### src/rtl/egress_pkg.sv
// Shared types and constants for the egress scheduler: FSM encoding,
// class identifiers and the readback index of the total counter.
package egress_pkg;
  localparam int NUM_CLASS = 4;

  typedef enum logic [1:0] {
    IDLE  = 2'd0,
    ISSUE = 2'd1,
    WAIT  = 2'd2,
    OUT   = 2'd3
  } state_t;

  localparam logic [1:0] CLASS0 = 2'd0;
  localparam logic [1:0] CLASS1 = 2'd1;
  localparam logic [1:0] CLASS2 = 2'd2;
  localparam logic [1:0] CLASS3 = 2'd3;

  localparam logic [2:0] IDX_TOTAL = 3'd4;
endpackage

### src/rtl/egress_rr_pick.sv
// Rotate-priority picker: first non-empty class after rr_ptr (mod 4).
// Purely combinational, no backpressure.
module egress_rr_pick
  import egress_pkg::*;
(
  input  logic [3:0] empty,
  input  logic [1:0] rr_ptr,
  output logic [1:0] pick,
  output logic       any
);

  logic [1:0] w_cand;

  // Walk from furthest to nearest so the nearest non-empty class wins.
  always_comb begin
    pick   = CLASS0;
    any    = 1'b0;
    w_cand = CLASS0;
    for (int k = NUM_CLASS; k >= 1; k--) begin
      w_cand = rr_ptr + 2'(k);
      if (!empty[w_cand]) begin
        pick = w_cand;
        any  = 1'b1;
      end
    end
  end

endmodule

### src/rtl/egress_scheduler.sv
// Weighted round-robin drain of four class FIFOs onto one tagged valid/ready stream.
// Empty-to-valid 3 cycles, one word per 3 cycles; no pop while a word waits for out_ready.
module egress_scheduler
  import egress_pkg::*;
#(
  parameter int DATA_W    = 12,
  parameter int NUM_CLASS = egress_pkg::NUM_CLASS,
  parameter int WEIGHT_W  = 3,
  parameter int CNT_W     = 5
) (
  input  logic                clk,
  input  logic                reset,
  input  logic [3:0]          empty,
  input  logic [DATA_W-1:0]   data_in0,
  input  logic [DATA_W-1:0]   data_in1,
  input  logic [DATA_W-1:0]   data_in2,
  input  logic [DATA_W-1:0]   data_in3,
  output logic [3:0]          pop,
  input  logic [WEIGHT_W-1:0] weight0,
  input  logic [WEIGHT_W-1:0] weight1,
  input  logic [WEIGHT_W-1:0] weight2,
  input  logic [WEIGHT_W-1:0] weight3,
  input  logic                out_ready,
  output logic                out_valid,
  output logic [DATA_W-1:0]   out_data,
  output logic [1:0]          out_class,
  input  logic [2:0]          idx,
  output logic [CNT_W-1:0]    count,
  output logic                count_valid,
  output logic                idle
);

  localparam logic [CNT_W-1:0] CNT_MAX = '1;

  state_t              r_state;
  logic [1:0]          r_grant;
  logic [1:0]          r_rr;
  logic [WEIGHT_W-1:0] r_burst;
  logic                r_out_valid;
  logic [DATA_W-1:0]   r_out_data;
  logic [1:0]          r_out_class;
  logic                r_idle;
  logic [CNT_W-1:0]    r_cnt [NUM_CLASS];
  logic [CNT_W-1:0]    r_total;

  logic [1:0]          w_pick;
  logic                w_any;
  logic                w_hs;
  logic [DATA_W-1:0]   w_data   [NUM_CLASS];
  logic [WEIGHT_W-1:0] w_weight [NUM_CLASS];

  assign w_data[0]   = data_in0;
  assign w_data[1]   = data_in1;
  assign w_data[2]   = data_in2;
  assign w_data[3]   = data_in3;
  assign w_weight[0] = weight0;
  assign w_weight[1] = weight1;
  assign w_weight[2] = weight2;
  assign w_weight[3] = weight3;

  egress_rr_pick u_pick (
    .empty  (empty),
    .rr_ptr (r_rr),
    .pick   (w_pick),
    .any    (w_any)
  );

  // The pop is withdrawn if the granted FIFO drains between grant and issue.
  assign pop = (r_state == ISSUE && !empty[r_grant]) ? (4'b0001 << r_grant) : 4'b0000;
  assign w_hs        = r_out_valid & out_ready;
  assign out_valid   = r_out_valid;
  assign out_data    = r_out_data;
  assign out_class   = r_out_class;
  assign idle        = r_idle;
  assign count_valid = r_idle & (idx <= IDX_TOTAL);

  always_ff @(posedge clk) begin
    if (reset) begin
      r_state     <= IDLE;
      r_grant     <= CLASS0;
      r_rr        <= CLASS3;
      r_burst     <= '0;
      r_out_valid <= 1'b0;
      r_out_data  <= '0;
      r_out_class <= CLASS0;
      r_idle      <= 1'b0;
    end else begin
      r_idle <= (r_state == IDLE) && (empty == 4'b1111) && !r_out_valid;
      case (r_state)
        IDLE: begin
          if (w_any) begin
            r_grant <= w_pick;
            r_burst <= (w_weight[w_pick] == '0) ? WEIGHT_W'(1) : w_weight[w_pick];
            r_state <= ISSUE;
          end
        end
        ISSUE: begin
          if (empty[r_grant]) begin
            r_rr    <= r_grant;
            r_state <= IDLE;
          end else begin
            r_state <= WAIT;
          end
        end
        WAIT: begin
          r_out_data  <= w_data[r_grant];
          r_out_class <= r_grant;
          r_out_valid <= 1'b1;
          r_burst     <= r_burst - WEIGHT_W'(1);
          r_state     <= OUT;
        end
        OUT: begin
          if (out_ready) begin
            r_out_valid <= 1'b0;
            if (r_burst != '0 && !empty[r_grant]) begin
              r_state <= ISSUE;
            end else begin
              r_rr    <= r_grant;
              r_state <= IDLE;
            end
          end
        end
        default: r_state <= IDLE;
      endcase
    end
  end

  // Delivered-word counters saturate rather than wrap.
  always_ff @(posedge clk) begin
    if (reset) begin
      for (int n = 0; n < NUM_CLASS; n++) r_cnt[n] <= '0;
      r_total <= '0;
    end else if (w_hs) begin
      if (r_cnt[r_out_class] != CNT_MAX) r_cnt[r_out_class] <= r_cnt[r_out_class] + CNT_W'(1);
      if (r_total != CNT_MAX) r_total <= r_total + CNT_W'(1);
    end
  end

  always_comb begin
    count = '0;
    if (idx == IDX_TOTAL) count = r_total;
    else if (!idx[2])     count = r_cnt[idx[1:0]];
  end

endmodule

### config.mk
export PLATFORM = sky130hd
export DESIGN_NAME = egress_scheduler
export DESIGN_NICKNAME = d
export VERILOG_FILES = /design/src/rtl/egress_pkg.sv /design/src/rtl/egress_rr_pick.sv /design/src/rtl/egress_scheduler.sv
export SDC_FILE = /design/constraint.sdc
export NUM_CORES = 1
export LEC_CHECK = 0
export ABC_AREA = 1
export BUFFER_PORTS_ARGS = -buffer_cell sky130_fd_sc_hd__clkbuf_2
export CAP_MARGIN = 20
export CORE_MARGIN = 2
export CORE_UTILIZATION = 25
export CTS_CLUSTER_SIZE = 40
export DETAILED_ROUTE_END_ITERATION = 6
export MAX_ROUTING_LAYER = met4
export PLACE_DENSITY = 0.51
export SLEW_MARGIN = 25
export SYNTH_ARGS = -nofsm -noshare
export SYNTH_HDL_FRONTEND = slang
export SYNTH_SLANG_ARGS = --single-unit
### constraint.sdc
create_clock -name clk -period 2.69 [get_ports clk]
set_input_delay 0.269 -clock clk [delete_from_list [all_inputs] [get_ports clk]]
set_output_delay 0.269 -clock clk [all_outputs]
set_load 0.1 [all_outputs]
==> reports/qor.txt <==
Result of the run - finished, final reports clean
Buffers inserted by post-CTS timing repair - 0
CTS-repair resized insts - 0
Clock buffer count from CTS - 5
Cell taking the most area after synthesis - sky130_fd_sc_hd__dfxtp_1
Total count of max-transition violations in the final report - 0
# Max-Cap Violations - 0
Area of the core region - 11960 sq um
DRT iter0 DRCs - 122
Worst EP required - 2.42 ns
Xor/xnor share of the synthesized area - 0.2876%
Final Net Count - 575
Remaining Overflow, GRT - 0
Smallest setup slack after layout - 0.2437 ns
Area share of fa/ha/maj cells after synthesis - 2.465%
#FFs+latches synth - 52
Hold WC Path Type - in -> reg
Wire length per cell after detailed routing - 13.15 um
Commonest non-fill, non-tap cell in the layout - sky130_fd_sc_hd__clkbuf_2
Full die area - 13080 sq um
Latest clock arrival within the worst-skew pair - 0.29 ns
Summed instance area of the synthesized netlist - 3045 sq um
Sequential element share of the synthesized area - 40.76%
Origin of the worst setup path - r_grant[0]
Initial cell density of the core - 25.46%
Detailed placer's ending HPWL - 6923 um
Leakage power total - 1.791 nW
Internal reg-to-reg setup slack - 0.32 ns
Transition time at the pin with the least slew margin - 0.9384 ns
Maximum buffer depth of the clock tree - 2
CP Capture Point - pop[0]
Net count after synthesis - 478
Worst-case vdd ir drop - 345.4 uV
Total Power Consumption - 2.796 mW
Highest-count cells in the layout ignoring fill and taps - sky130_fd_sc_hd__clkbuf_2, sky130_fd_sc_hd__nand2_1, sky130_fd_sc_hd__inv_1
Share of the synthesized area in compound gates (AO/OA/AOI/OAI) - 21.77%
Global routing met2 resource utilization - 21.90%
Placement row count - 40
Routability Congestion - 0.8819
Setup WS pre-CTS - 0.02432 ns
Post-route fraction of the period consumed by the critical path - 90.94%
Post-synth top area share - 21.04%
Worst Setup Start Kind - flop
Grt peak-use layer - met2
Share of layout cells above drive strength 1 - 28.20%
Count of boundary I/O pins - 96
Layout overhead on the synthesized area - 27.86%
Sum of routed wire length over all layers - 8506 um
Unrepaired setup endpoints after global routing - false
Met3 Resource Use GR - 2.382%
Post-detailed-route DRC marker count - 0
Hold buffers post-CTS - 0
Capturing point of the worst reg2reg path - r_cnt[2][4]
Routed vias - 3043
Sort of element at the end of the critical path - output port
Area contributors post-synth - sky130_fd_sc_hd__dfxtp_1, sky130_fd_sc_hd__edfxtp_1, sky130_fd_sc_hd__o21ai_0
Syn_area_per_cell - 7.576 sq um
Via density per instance - 4.703
Chip Height - 114.4 um
First drt pass iteration count - 4
Type of the worst setup path - reg -> out
Post-DRT Antenna Nets - 0
First-pass GRT wire length - 13820 um
Synthesized instance count - 402
Combinational family with the most area after synthesis - simple AND/OR/NAND/NOR gates
CTS HTree Levels - 2
Multiplexer share of the synthesized area - 0%
Worst slew margin relative to its limit - 37.21%
Synthesis warning total - 0
Endpoints failing setup - 0
Number of buffers inserted by port buffering - 95
Synthesized-area fraction occupied by and/or/nand/nor cells - 26.54%
Overall track demand over capacity in global routing - 13.30%
FF-to-FF path depth - 14
Final min period - 2.446 ns
Unique cell type count in the Yosys netlist - 32
Die extent in x - 114.4 um
Reg clk slew, reported paths - 0.07 ns
Number of global-route vias before repair - 2960
CTS tree - built
Pin count of the biggest net entering global routing - 25
Count of final hold-check violations - 0
Crit path max fanout - 13
Antenna violations before repair - 0
Total power density per cell area - 718.1 nW/um^2
Root buf cell - sky130_fd_sc_hd__clkbuf_16
Post-route clock skew - 0.007825 ns
Highest Clock Rate - 408.8 MHz
Final-layout fill cell count - 1285
Met1 demand-to-capacity share in global routing - 17.53%
Data arrival time of the critical path - 2.18 ns
Final antenna diode count - 0
# clock sinks - 52
-- layout make-up --
cell class | instances | area, sq um | area share, %
inverter | 49 | 191.4 | 4.916
tap | 147 | 183.9 | 4.724
clock buffer | 6 | 128.9 | 3.310
timing repair buffer | 103 | 545.5 | 14.01
multi-input combinational | 288 | 1592 | 40.87
sequential | 52 | 1241 | 31.88
clock inverter | 2 | 11.26 | 0.2892
-- report_power, final --
part | total, mW | switching [mW] | internal [mW]
Sequential | 0.979 | 0.0759 | 0.903
Combinational | 1.20 | 0.863 | 0.341
Clock | 0.613 | 0.270 | 0.342
-- how the worst min path moves through the flow --
stage,slack [ns],cells past startpoint,end,start
floorplan,0.34,1,flop,reset
global placement,0.48,2,r_total[1],r_total[1]
detailed placement,0.48,2,r_total[1],r_total[1]
CTS,0.25,2,flop,reset
global route,0.26,3,out_data[0],data_in2[0]
finish,0.25,3,out_data[11],data_in2[11]
-- per-layer routing --
metal	vias to the layer above	routed length (um)
met1	1388	3950
met4	0	31
met3	5	339
met2	69	4185
met5	-	0
li1	1581	-
-- worst max-delay path, cell delays in order, from the launching register on --
cell	delay (ns)
sky130_fd_sc_hd__dfxtp_1	0.45
sky130_fd_sc_hd__nor2_1	0.27
sky130_fd_sc_hd__nand2_1	0.11
sky130_fd_sc_hd__o21ai_0	0.11
sky130_fd_sc_hd__a221oi_2	0.28
sky130_fd_sc_hd__nand3_2	0.21
sky130_fd_sc_hd__nor3_2	0.16
sky130_fd_sc_hd__buf_4	0.32
-- flip-flops by register name (all words and copies together) (netlist names), named ones only --
| signal | flops |
|---|---|
| r_burst | 3 |
| out_class | 2 |
| r_cnt | 20 |
| out_data | 12 |
| r_state | 1 |
| out_valid | 1 |
| r_grant | 2 |
| r_total | 5 |
| r_rr | 2 |
| idle | 1 |
-- cell families after synthesis --
family	after synthesis
fa+ha+maj	6
simple gates	168
buf+inv	62
flops	52
compound gates	113
xor+xnor	1
-- stage by stage --
stage          util [%]  hold WS, ns  setup TNS [ns]  std cells  instance area [sq um]
2_1_floorplan         -       0.3381         -0.8361        402                   3050
3_3_place_gp      31.12       0.4773               0        639                   3722
3_5_place_dp      31.12       0.4793               0        639                   3722
4_1_cts           32.29       0.2484               0        647                   3862
5_1_grt           32.55       0.2650               0        647                   3894
6_report          32.55       0.2545               0        647                   3894
-- Yosys cell counts (all sizes together) --
| cell type | number |
|---|---|
| nand2 | 80 |
| inv | 49 |
| o21ai | 48 |
| nor2 | 47 |
| dfxtp | 32 |
| nand3 | 31 |
| a22oi | 23 |
| a21oi | 21 |
| edfxtp | 20 |
| a31oi | 11 |
| clkbuf | 11 |
| nor3 | 7 |
| ha | 6 |
| o22ai | 3 |
| buf | 2 |
| nand4 | 2 |
| o211ai | 2 |
| a211oi | 1 |
| a221o | 1 |
| a221oi | 1 |
| a41oi | 1 |
| nand3b | 1 |
| o21a | 1 |
| xor2 | 1 |
Power figures use the tool's default switching activity.
